===== src/rtl/uart_echo_buffer_if.sv =====
// uart_echo_buffer_if: receive strobes and transmit handshake between the echo buffer and the UART
interface uart_echo_buffer_if;
  logic       recv_valid;
  logic [7:0] recv_data;
  logic       recv_break;
  logic       tx_busy;
  logic       tx_enable;
  logic [7:0] tx_data;
  modport slave (
    input  recv_valid, recv_data, recv_break, tx_busy,
    output tx_enable, tx_data
  );
  modport master (
    output recv_valid, recv_data, recv_break, tx_busy,
    input  tx_enable, tx_data
  );
endinterface


===== src/rtl/uart_echo_buffer.sv =====
// uart_echo_buffer: FIFO-buffered UART echo with upper-casing, CR->CRLF expansion and sticky status
module uart_echo_buffer #(
  parameter int DEPTH = 16,
  parameter int LW = $clog2(DEPTH) + 1
) (
  input  logic                clk,
  input  logic                resetn,
  input  logic                echo_en,
  input  logic                upcase_en,
  input  logic                crlf_en,
  input  logic                status_clr,
  uart_echo_buffer_if.slave   bus,
  output logic [7:0]          last_data,
  output logic [LW-1:0]       level,
  output logic                fifo_empty,
  output logic                fifo_full,
  output logic                overflow,
  output logic                break_seen
);
  localparam int AW = $clog2(DEPTH);
  typedef enum logic [1:0] {IDLE, LAUNCH, WAIT_BUSY, WAIT_DONE} state_t;
  state_t state, state_nx;
  logic [7:0] mem [DEPTH];
  logic [AW-1:0] wr_ptr, rd_ptr;
  logic [LW-1:0] level_nx;
  logic [7:0] head, head_cvt;
  logic lf_pending, lf_go, pop, push, drop, rx_ok;
  assign head = mem[rd_ptr];
  assign head_cvt = (upcase_en && head >= 8'h61 && head <= 8'h7A) ? head - 8'h20 : head;
  // a BREAK in the same cycle discards the incoming byte from the FIFO
  assign rx_ok = bus.recv_valid & echo_en & ~bus.recv_break;
  // when full, a push is only accepted if the head leaves in the same cycle
  assign push = rx_ok & (~fifo_full | pop);
  assign drop = rx_ok & fifo_full & ~pop;
  assign level_nx = level + LW'(push) - LW'(pop);
  assign bus.tx_enable = (state == LAUNCH);
  // next-state: a pending LF beats the FIFO head; nothing launches during a flush
  always_comb begin
    state_nx = state;
    lf_go = 1'b0;
    pop = 1'b0;
    case (state)
      IDLE: begin
        lf_go = lf_pending & ~bus.tx_busy & ~bus.recv_break;
        pop = ~lf_pending & ~fifo_empty & ~bus.tx_busy & ~bus.recv_break;
        state_nx = (lf_go | pop) ? LAUNCH : IDLE;
      end
      LAUNCH:    state_nx = WAIT_BUSY;
      WAIT_BUSY: state_nx = bus.tx_busy ? WAIT_DONE : WAIT_BUSY;
      default:   state_nx = bus.tx_busy ? WAIT_DONE : IDLE;
    endcase
  end
  // transmit state register
  always_ff @(posedge clk or negedge resetn) begin
    if (!resetn) state <= IDLE;
    else state <= state_nx;
  end
  // FIFO storage; contents need no reset because level gates every read
  always_ff @(posedge clk) begin
    if (push) mem[wr_ptr] <= bus.recv_data;
  end
  // pointers, occupancy, pending LF, output byte and sticky flags
  always_ff @(posedge clk or negedge resetn) begin
    if (!resetn) begin
      wr_ptr <= '0;
      rd_ptr <= '0;
      level <= '0;
      fifo_empty <= 1'b1;
      fifo_full <= 1'b0;
      lf_pending <= 1'b0;
      bus.tx_data <= 8'h00;
      last_data <= 8'h00;
      overflow <= 1'b0;
      break_seen <= 1'b0;
    end else begin
      if (bus.recv_break) begin
        wr_ptr <= '0;
        rd_ptr <= '0;
        level <= '0;
        fifo_empty <= 1'b1;
        fifo_full <= 1'b0;
        lf_pending <= 1'b0;
      end else begin
        wr_ptr <= push ? wr_ptr + AW'(1) : wr_ptr;
        rd_ptr <= pop ? rd_ptr + AW'(1) : rd_ptr;
        level <= level_nx;
        fifo_empty <= (level_nx == '0);
        fifo_full <= (level_nx == LW'(DEPTH));
        lf_pending <= pop ? (crlf_en & (head == 8'h0D)) : lf_go ? 1'b0 : lf_pending;
      end
      bus.tx_data <= pop ? head_cvt : lf_go ? 8'h0A : bus.tx_data;
      last_data <= bus.recv_valid ? bus.recv_data : last_data;
      overflow <= drop | (overflow & ~status_clr);
      break_seen <= bus.recv_break | (break_seen & ~status_clr);
    end
  end
endmodule

===== src/flat_wrapper.sv =====
// flat-port wrapper written by rule: the top's interface ports become plain ports
module uart_echo_buffer_flat 
#(
  parameter int DEPTH = 16,
  parameter int LW = $clog2(DEPTH) + 1
)
  (clk, resetn, echo_en, upcase_en, crlf_en, status_clr, last_data, level, fifo_empty, fifo_full, overflow, break_seen, bus_recv_valid, bus_recv_data, bus_recv_break, bus_tx_busy, bus_tx_enable, bus_tx_data);
  uart_echo_buffer_if bus_i ();
  input  logic clk;
  input  logic resetn;
  input  logic echo_en;
  input  logic upcase_en;
  input  logic crlf_en;
  input  logic status_clr;
  output logic [7:0] last_data;
  output logic [LW-1:0] level;
  output logic fifo_empty;
  output logic fifo_full;
  output logic overflow;
  output logic break_seen;
  input wire logic [$bits(bus_i.recv_valid)-1:0] bus_recv_valid;
  input wire logic [$bits(bus_i.recv_data)-1:0] bus_recv_data;
  input wire logic [$bits(bus_i.recv_break)-1:0] bus_recv_break;
  input wire logic [$bits(bus_i.tx_busy)-1:0] bus_tx_busy;
  output wire logic [$bits(bus_i.tx_enable)-1:0] bus_tx_enable;
  output wire logic [$bits(bus_i.tx_data)-1:0] bus_tx_data;
  assign bus_i.recv_valid = bus_recv_valid;
  assign bus_i.recv_data = bus_recv_data;
  assign bus_i.recv_break = bus_recv_break;
  assign bus_i.tx_busy = bus_tx_busy;
  assign bus_tx_enable = bus_i.tx_enable;
  assign bus_tx_data = bus_i.tx_data;
  uart_echo_buffer #(.DEPTH(DEPTH), .LW(LW)) u_core (.clk(clk), .resetn(resetn), .echo_en(echo_en), .upcase_en(upcase_en), .crlf_en(crlf_en), .status_clr(status_clr), .bus(bus_i), .last_data(last_data), .level(level), .fifo_empty(fifo_empty), .fifo_full(fifo_full), .overflow(overflow), .break_seen(break_seen));
endmodule

===== config.mk =====
export PLATFORM = sky130hd
export DESIGN_NAME = uart_echo_buffer_flat
export DESIGN_NICKNAME = d
export VERILOG_FILES = /design/src/rtl/uart_echo_buffer_if.sv /design/src/rtl/uart_echo_buffer.sv /design/src/flat_wrapper.sv
export SDC_FILE = /design/constraint.sdc
export NUM_CORES = 1
export LEC_CHECK = 0
export CAP_MARGIN = 20
export CORE_UTILIZATION = 59
export DETAILED_ROUTE_END_ITERATION = 10
export GPL_TIMING_DRIVEN = 1
export PLACE_DENSITY = 0.86
export SLEW_MARGIN = 20
export SYNTH_ARGS = -nofsm -noshare
export SYNTH_HDL_FRONTEND = slang
export SYNTH_SLANG_ARGS = --single-unit

===== constraint.sdc =====
create_clock -name clk -period 3.4 [get_ports clk]
set_clock_uncertainty 0.05 [all_clocks]
set_input_delay 0.68 -clock clk [delete_from_list [all_inputs] [get_ports clk]]
set_output_delay 0.68 -clock clk [all_outputs]
set_load 0.005 [all_outputs]

==> flow_metrics.tcl, run 1 <==
set metrics [dict create \
    final_common_cell "edfxtp_1" \
    die-area_um2 12200 \
    setup_viol 0 \
    ys_warn_count 0 \
    crit_required_ps 3710 \
    ir_drop_mv 0.418 \
    yosys.cell_types.count 54 \
    start_kind "input pin" \
    hold_path.class "input pin to async pin" \
    rsz0062_at_grt "false" \
    crit_fanout 4 \
    core.rowCount 39 \
    routed_wl_mm 14.3 \
    timing.fmax_mhz 306 \
    area_delta_synth_final_pct 18.4 \
    hpwl_mm 9.02 \
    p_seq_share_pct 46.5 \
    synth_area_um2 6910 \
    cts_sinks 164 \
    place.gp.congestion 0.800 \
    regArea_um2 4750 \
    die_y_um 110 \
    fillCellCount 693 \
    min_period_ps 3270 \
    viasPerCell 6.20 \
    cts_tree "built" \
    vias 3762 \
    synth_fp_nets 416 \
    clk_pin_slew_ps 60 \
    post_drt_wl_per_cell_um 23.5 \
    drcViolationCount 0 \
    io-pin-count 43 \
    async_reset_ff_share_pct 22.0 \
    first_iter_violations 332 \
    outcome "finished, final reports clean" \
    tightest_slew_ps 837 \
    crit_type "input pin to flop" \
    antenna_left 0 \
    switching_share_pct 24.5 \
    syn_avg_cell_area_um2 18.0 \
    ctsHoldBuffers 0 \
    grt_pass1_vias 3833 \
    synthCells 384 \
    place_inst 575 \
    worstPathCellList "clkdlybuf4s50_1 -> or3b_1 -> or3_1 -> buf_4 -> nand2_1 -> nand2_1 -> ha_1 -> inv_1 -> fa_2 -> inv_1 -> a21o_1 -> a21oi_2 -> xnor2_1 -> or2_2 -> inv_1" \
    start_util_pct 60.5 \
    slew_viol_final 0 \
    grt_pass1_wl_mm 21.5 \
    finalHoldViolations 0 \
    drive_gt1_share_pct 19.0 \
    multiInputGateArea_um2 2000 \
    grt_max_degree 37 \
    synth_seq_cells 164 \
    antenna_cells 0 \
    crit_family "simple AND/OR/NAND/NOR gates" \
    r2r_setup_slack_ps 230 \
    crit_slowest_cell "clkdlybuf4s50_1" \
    finalSetupTns_ps 0 \
    final_cell_mix "128 x edfxtp_1, 41 x clkdlybuf4s50_1, 34 x dfrtp_1" \
    gr-usage-all-layers_pct 26.1 \
    drtPass1Iterations 4 \
    cp-end-kind "flop" \
    numCtsBuffers 17 \
    cts_max_level 4 \
    maxCapViolCount 0 \
    nNetsFinal 483 \
    die_x_um 110 \
    crit_buf_inv 5 \
    p_switching_mw 1.26 \
    pwr-share-clk_pct 35.1 \
    clk_latency_ps 420 \
    clockBufferDepth 2 \
    core_area_um2 11400 \
    globalRouteOverflowTotal 0 \
    p_leak_nw 2.95 \
    pwr-share-comb_pct 18.3 \
    slew_headroom_pct 44.2 \
    period_share_pct 96.1 \
    slowest_delay_ps 470 \
    synth_enable_flop_cells 128 \
    arrival_ps 3580 \
    powerDensity_nw_per_um2 625 \
    antenna_found_initial 0 \
    synthFlopType "edfxtp_1" \
    yosysSeqAreaShare_pct 68.7 \
    crit_path_frequent_cell "inv_1" \
    finalNonFillerCells 607 \
    root_buffer "clkbuf_16" \
    io_buffer_count 42 \
    intPower_mw 3.86 \
]
[through the flow]
step	worst slack [ps]	hold WS [ps]	power, mW	utilization (%)	cell area, um^2
3_3_place_gp	-106	410	3.27	66.8	7630
5_1_grt	20.8	379	5.30	71.7	8190
3_5_place_dp	-255	426	3.33	66.8	7630
6_report	132	307	5.12	71.7	8190
2_1_floorplan	80.3	334	2.96	-	6910
4_1_cts	90.8	322	5.11	71.6	8180
[worst paths after layout]
| check | from | endpoint | cells after the start |
|---|---|---|---|
| max reg2reg | u_core.state[0] | u_core.level[4] | 16 |
| max in group asynchronous | resetn | u_core.rd_ptr[0] | 1 |
| max | bus_tx_busy | u_core.level[4] | 15 |
| min | resetn | u_core.level[0] | 1 |
| min reg2reg | u_core.bus.tx_data[4] | u_core.bus.tx_data[4] | 2 |
| min in group clk | u_core.bus.tx_data[4] | u_core.bus.tx_data[4] | 2 |
[kinds of logic after synthesis]
logic type	count (synthesis)	share of synthesized area, %
compound gates	44	5.21
xor+xnor	7	0.887
fa+ha+maj	15	2.82
buf+inv	31	2.57
flops	164	68.7
mux	42	13.1
simple gates	81	6.77
[registers in the layout, summed over array words and instances, names as in the netlist]
register	flops
u_core.bus.tx_data	8
u_core.rd_ptr	4
u_core.wr_ptr	4
u_core.fifo_empty	1
u_core.mem	128
u_core.fifo_full	1
u_core.lf_pending	1
u_core.state	2
u_core.break_seen	1
u_core.overflow	1
u_core.last_data	8
u_core.level	5
[cell type report]
class	count	area share [%]
Multi-Input combinational cell	189	24.4
Timing Repair Buffer	64	8.01
Clock buffer	20	5.33
Clock inverter	12	1.39
Sequential cell	164	58.0
Tap cell	143	2.19
Inverter	15	0.688
[synthesized netlist by cell type, types with 2 or more instances]
library cell  instances  area share, %
a21o_1                6           0.65
a21oi_1               5           0.36
a221oi_2              2           0.43
a22o_1                4           0.51
a22oi_1               6           0.65
a22oi_2               3           0.54
and2_1               17            1.5
buf_12                3           0.87
buf_2                 4           0.29
clkbuf_1              7           0.38
dfrtp_1              35             13
edfxtp_1            128             56
ha_1                 14            2.5
inv_1                15           0.81
mux2_2               10            1.6
mux4_1               19            7.2
mux4_2               13            4.2
nand2_1              25            1.4
nand2_2               2           0.18
nand2b_1              2           0.18
nand3b_1              4           0.43
nand4_1               4           0.36
nor2_1                8           0.43
nor2b_1               5           0.45
nor4b_1               2           0.25
o21ai_0               7           0.51
o22a_1                2           0.25
xnor2_1               3           0.38
xor2_1                4           0.51
[what timing repair did]
item | in CTS | in global routing
buffers inserted | 0 | 0
resized for setup | 0 | 3
setup endpoints to repair | 0 | 2
[per-layer routing]
| layer | track usage [%] | vias up | routed length, um |
|---|---|---|---|
| met4 | 13.8 | 0 | 455 |
| met1 | 33.6 | 1917 | 5740 |
| met3 | 6.41 | 34 | 876 |
| met2 | 41.3 | 166 | 7220 |
| met5 | 0 | - | 0 |
| li1 | - | 1645 | - |
[power groups by stage]
stage               registers, mW  clock network, mW  logic (mW)
floorplan                    2.39                  0       0.572
global placement             2.41                  0       0.856
detailed placement           2.42                  0       0.904
CTS                          2.38               1.81       0.921
global route                 2.40               1.89        1.01
finish                       2.38               1.80       0.939
(Power assumes the default switching activity.)
==> inputs of run 2 (changes only) <==
Settings changed: CORE_MARGIN from default to 1.5.
==> run 2 against run 1 <==
Effect of this change:
- power increased by 6.1%
- critical path depth down 2
- die area is 1.8% higher
- largest power group unchanged
- combinational power up 6.2%
- global-route usage fell by 0.97 points
- final area up 1.2%
- worst hold slack better by 6.1 ps
- via count rose by 2.2%
- register-to-register slack got worse by 110 ps
- critical path type unchanged
- clock power is 14% higher
==> flow_metrics.tcl, run 2 (synthesis gave the netlist of run 1 again) <==
set metrics [dict create \
    antenna_cells 0 \
    ir_drop_mv 0.561 \
    core.rowCount 39 \
    largest_registers "u_core.mem x128, u_core.bus.tx_data x8, u_core.last_data x8" \
    grt_pass1_vias 3973 \
    period_share_pct 99.3 \
    io-pin-count 43 \
    cp-end-kind "flop" \
    numCtsBuffers 17 \
    multiInputGateArea_um2 2000 \
    cts_sinks 164 \
    p_leak_nw 3.00 \
    r2r_setup_slack_ps 120 \
    routed_wl_mm 14.7 \
    hpwl_mm 9.15 \
    cts_tree "built" \
    final_core_util_pct 72.6 \
    crit_slowest_cell "clkdlybuf4s50_1" \
    die_y_um 111 \
    nNetsFinal 482 \
    finalHoldViolations 0 \
    die_x_um 111 \
    met1_usage_pct 31.2 \
    core_area_um2 11400 \
    regArea_um2 4750 \
    rsz0062_at_grt "false" \
    slew_headroom_pct 39.3 \
    die-area_um2 12400 \
    root_buffer "clkbuf_16" \
    crit_fanout 4 \
    ctsHoldBuffers 0 \
    largest_reg_flops 128 \
    cts_resized 0 \
    met3_usage_pct 6.72 \
    start_kind "input pin" \
    worst_slack_ps 23.2 \
    cts_max_level 4 \
    timing.rr.end "u_core.fifo_full" \
    first_iter_violations 328 \
    grt_max_degree 37 \
    slowest_delay_ps 470 \
    area_delta_synth_final_pct 19.9 \
    grtUsageMet2_pct 42.9 \
    tightest_slew_ps 909 \
    min_period_ps 3380 \
    clk_latency_ps 420 \
    globalRouteOverflowTotal 0 \
    clk_pin_slew_ps 60 \
    post_drt_wl_per_cell_um 24.2 \
    pre_cts_slack_ps -252 \
    crit_buf_inv 4 \
    gr-max-usage-layer "met2" \
    antenna_found_initial 0 \
    place.gp.congestion 0.820 \
    final_common_cell "edfxtp_1" \
    slew_viol_final 0 \
    start_util_pct 60.5 \
    arrival_ps 3650 \
    maxCapViolCount 0 \
    crit_type "input pin to flop" \
    drtPass1Iterations 5 \
    io_buffer_count 42 \
    vias 3844 \
    r2r_cells 14 \
    clockBufferDepth 2 \
    timing.fmax_mhz 296 \
    viasPerCell 6.34 \
    gr-usage-all-layers_pct 25.1 \
    fillCellCount 681 \
    hold_path.class "input pin to async pin" \
    powerDensity_nw_per_um2 655 \
    grt_pass1_wl_mm 22.5 \
    critPathLaunch "bus_tx_busy" \
    reg2reg_from "u_core.state[1]" \
    regMostFlops "u_core.mem" \
    cts_setup_buffers 0 \
    drive_gt1_share_pct 19.7 \
    outcome "finished, final reports clean" \
    antenna_left 0 \
    crit_family "simple AND/OR/NAND/NOR gates" \
    crit_required_ps 3670 \
    setup_viol 0 \
    final_cell_mix "128 x edfxtp_1, 41 x clkdlybuf4s50_1, 34 x dfrtp_1" \
    drcViolationCount 0 \
    worstPathCellList "clkdlybuf4s50_1 -> or3b_1 -> or3_1 -> a21oi_1 -> ha_1 -> inv_1 -> fa_1 -> inv_1 -> a21o_1 -> a21oi_1 -> xnor2_1 -> buf_4 -> nor3b_1" \
]
[run 2: changes by cell type in the layout (fill, tap and decap cells not counted), moves of 2 or more]
cell       before  now
clkbuf_1        3    0
buf_4          16   13
a21oi_1         3    5
clkinv_2        3    5
clkinv_4        1    3
clkinv_1        4    1
buf_12          6    8
a21oi_2         2    0
bufinv_16       2    5
[run 2: final cells by class]
| cell class | instances | area share, % |
|---|---|---|
| clock buffer | 17 | 5.13 |
| clock inverter | 15 | 2.57 |
| timing repair buffer | 63 | 8.12 |
| sequential | 164 | 57.3 |
| multi-input combinational | 189 | 24.1 |
| tap | 143 | 2.16 |
| inverter | 15 | 0.679 |
[run 2: how the worst max path moves through the flow]
stage	end	cells past startpoint
after floorplan	u_core.level[4]	14
after detailed placement	u_core.fifo_full	10
final	u_core.fifo_full	13
after global routing	u_core.fifo_full	13
after global placement	u_core.level[4]	13
after CTS	u_core.fifo_full	10
[run 2: report_power, final]
part	switching [mW]	total (mW)	internal (mW)	leakage [nW]
sequential	0.100	2.38	2.28	1.61
combinational	0.448	0.997	0.550	1.08
clock	0.758	2.05	1.30	0.314
[run 2: per-stage QoR]
step	TNS [ps]	power, mW	area [um^2]	hold slack [ps]	instances
4_1_cts	0	5.43	8280	319	606
5_1_grt	0	5.60	8290	369	606
3_3_place_gp	-235	3.31	7640	413	574
2_1_floorplan	0	2.96	6910	334	384
3_5_place_dp	-586	3.37	7640	428	574
6_report	0	5.43	8290	313	606
[run 2: worst reg2reg max path, delay by kind of cell (launching register included)]
family                     cells  cell delay [ps]
AOI/OAI and AO/OA              3              450
xor gates and xnor gates       1              160
adders and majority gates      3              800
buffers and inverters          4              390
DFF                            1              400
and+or+nand+nor                3              940
[run 2: layer usage]
metal / share of wire (%) / wire, um
met1: 38 / 5550
met2: 53 / 7850
met3: 6.2 / 906
met4: 2.6 / 378
met5: 0 / 0
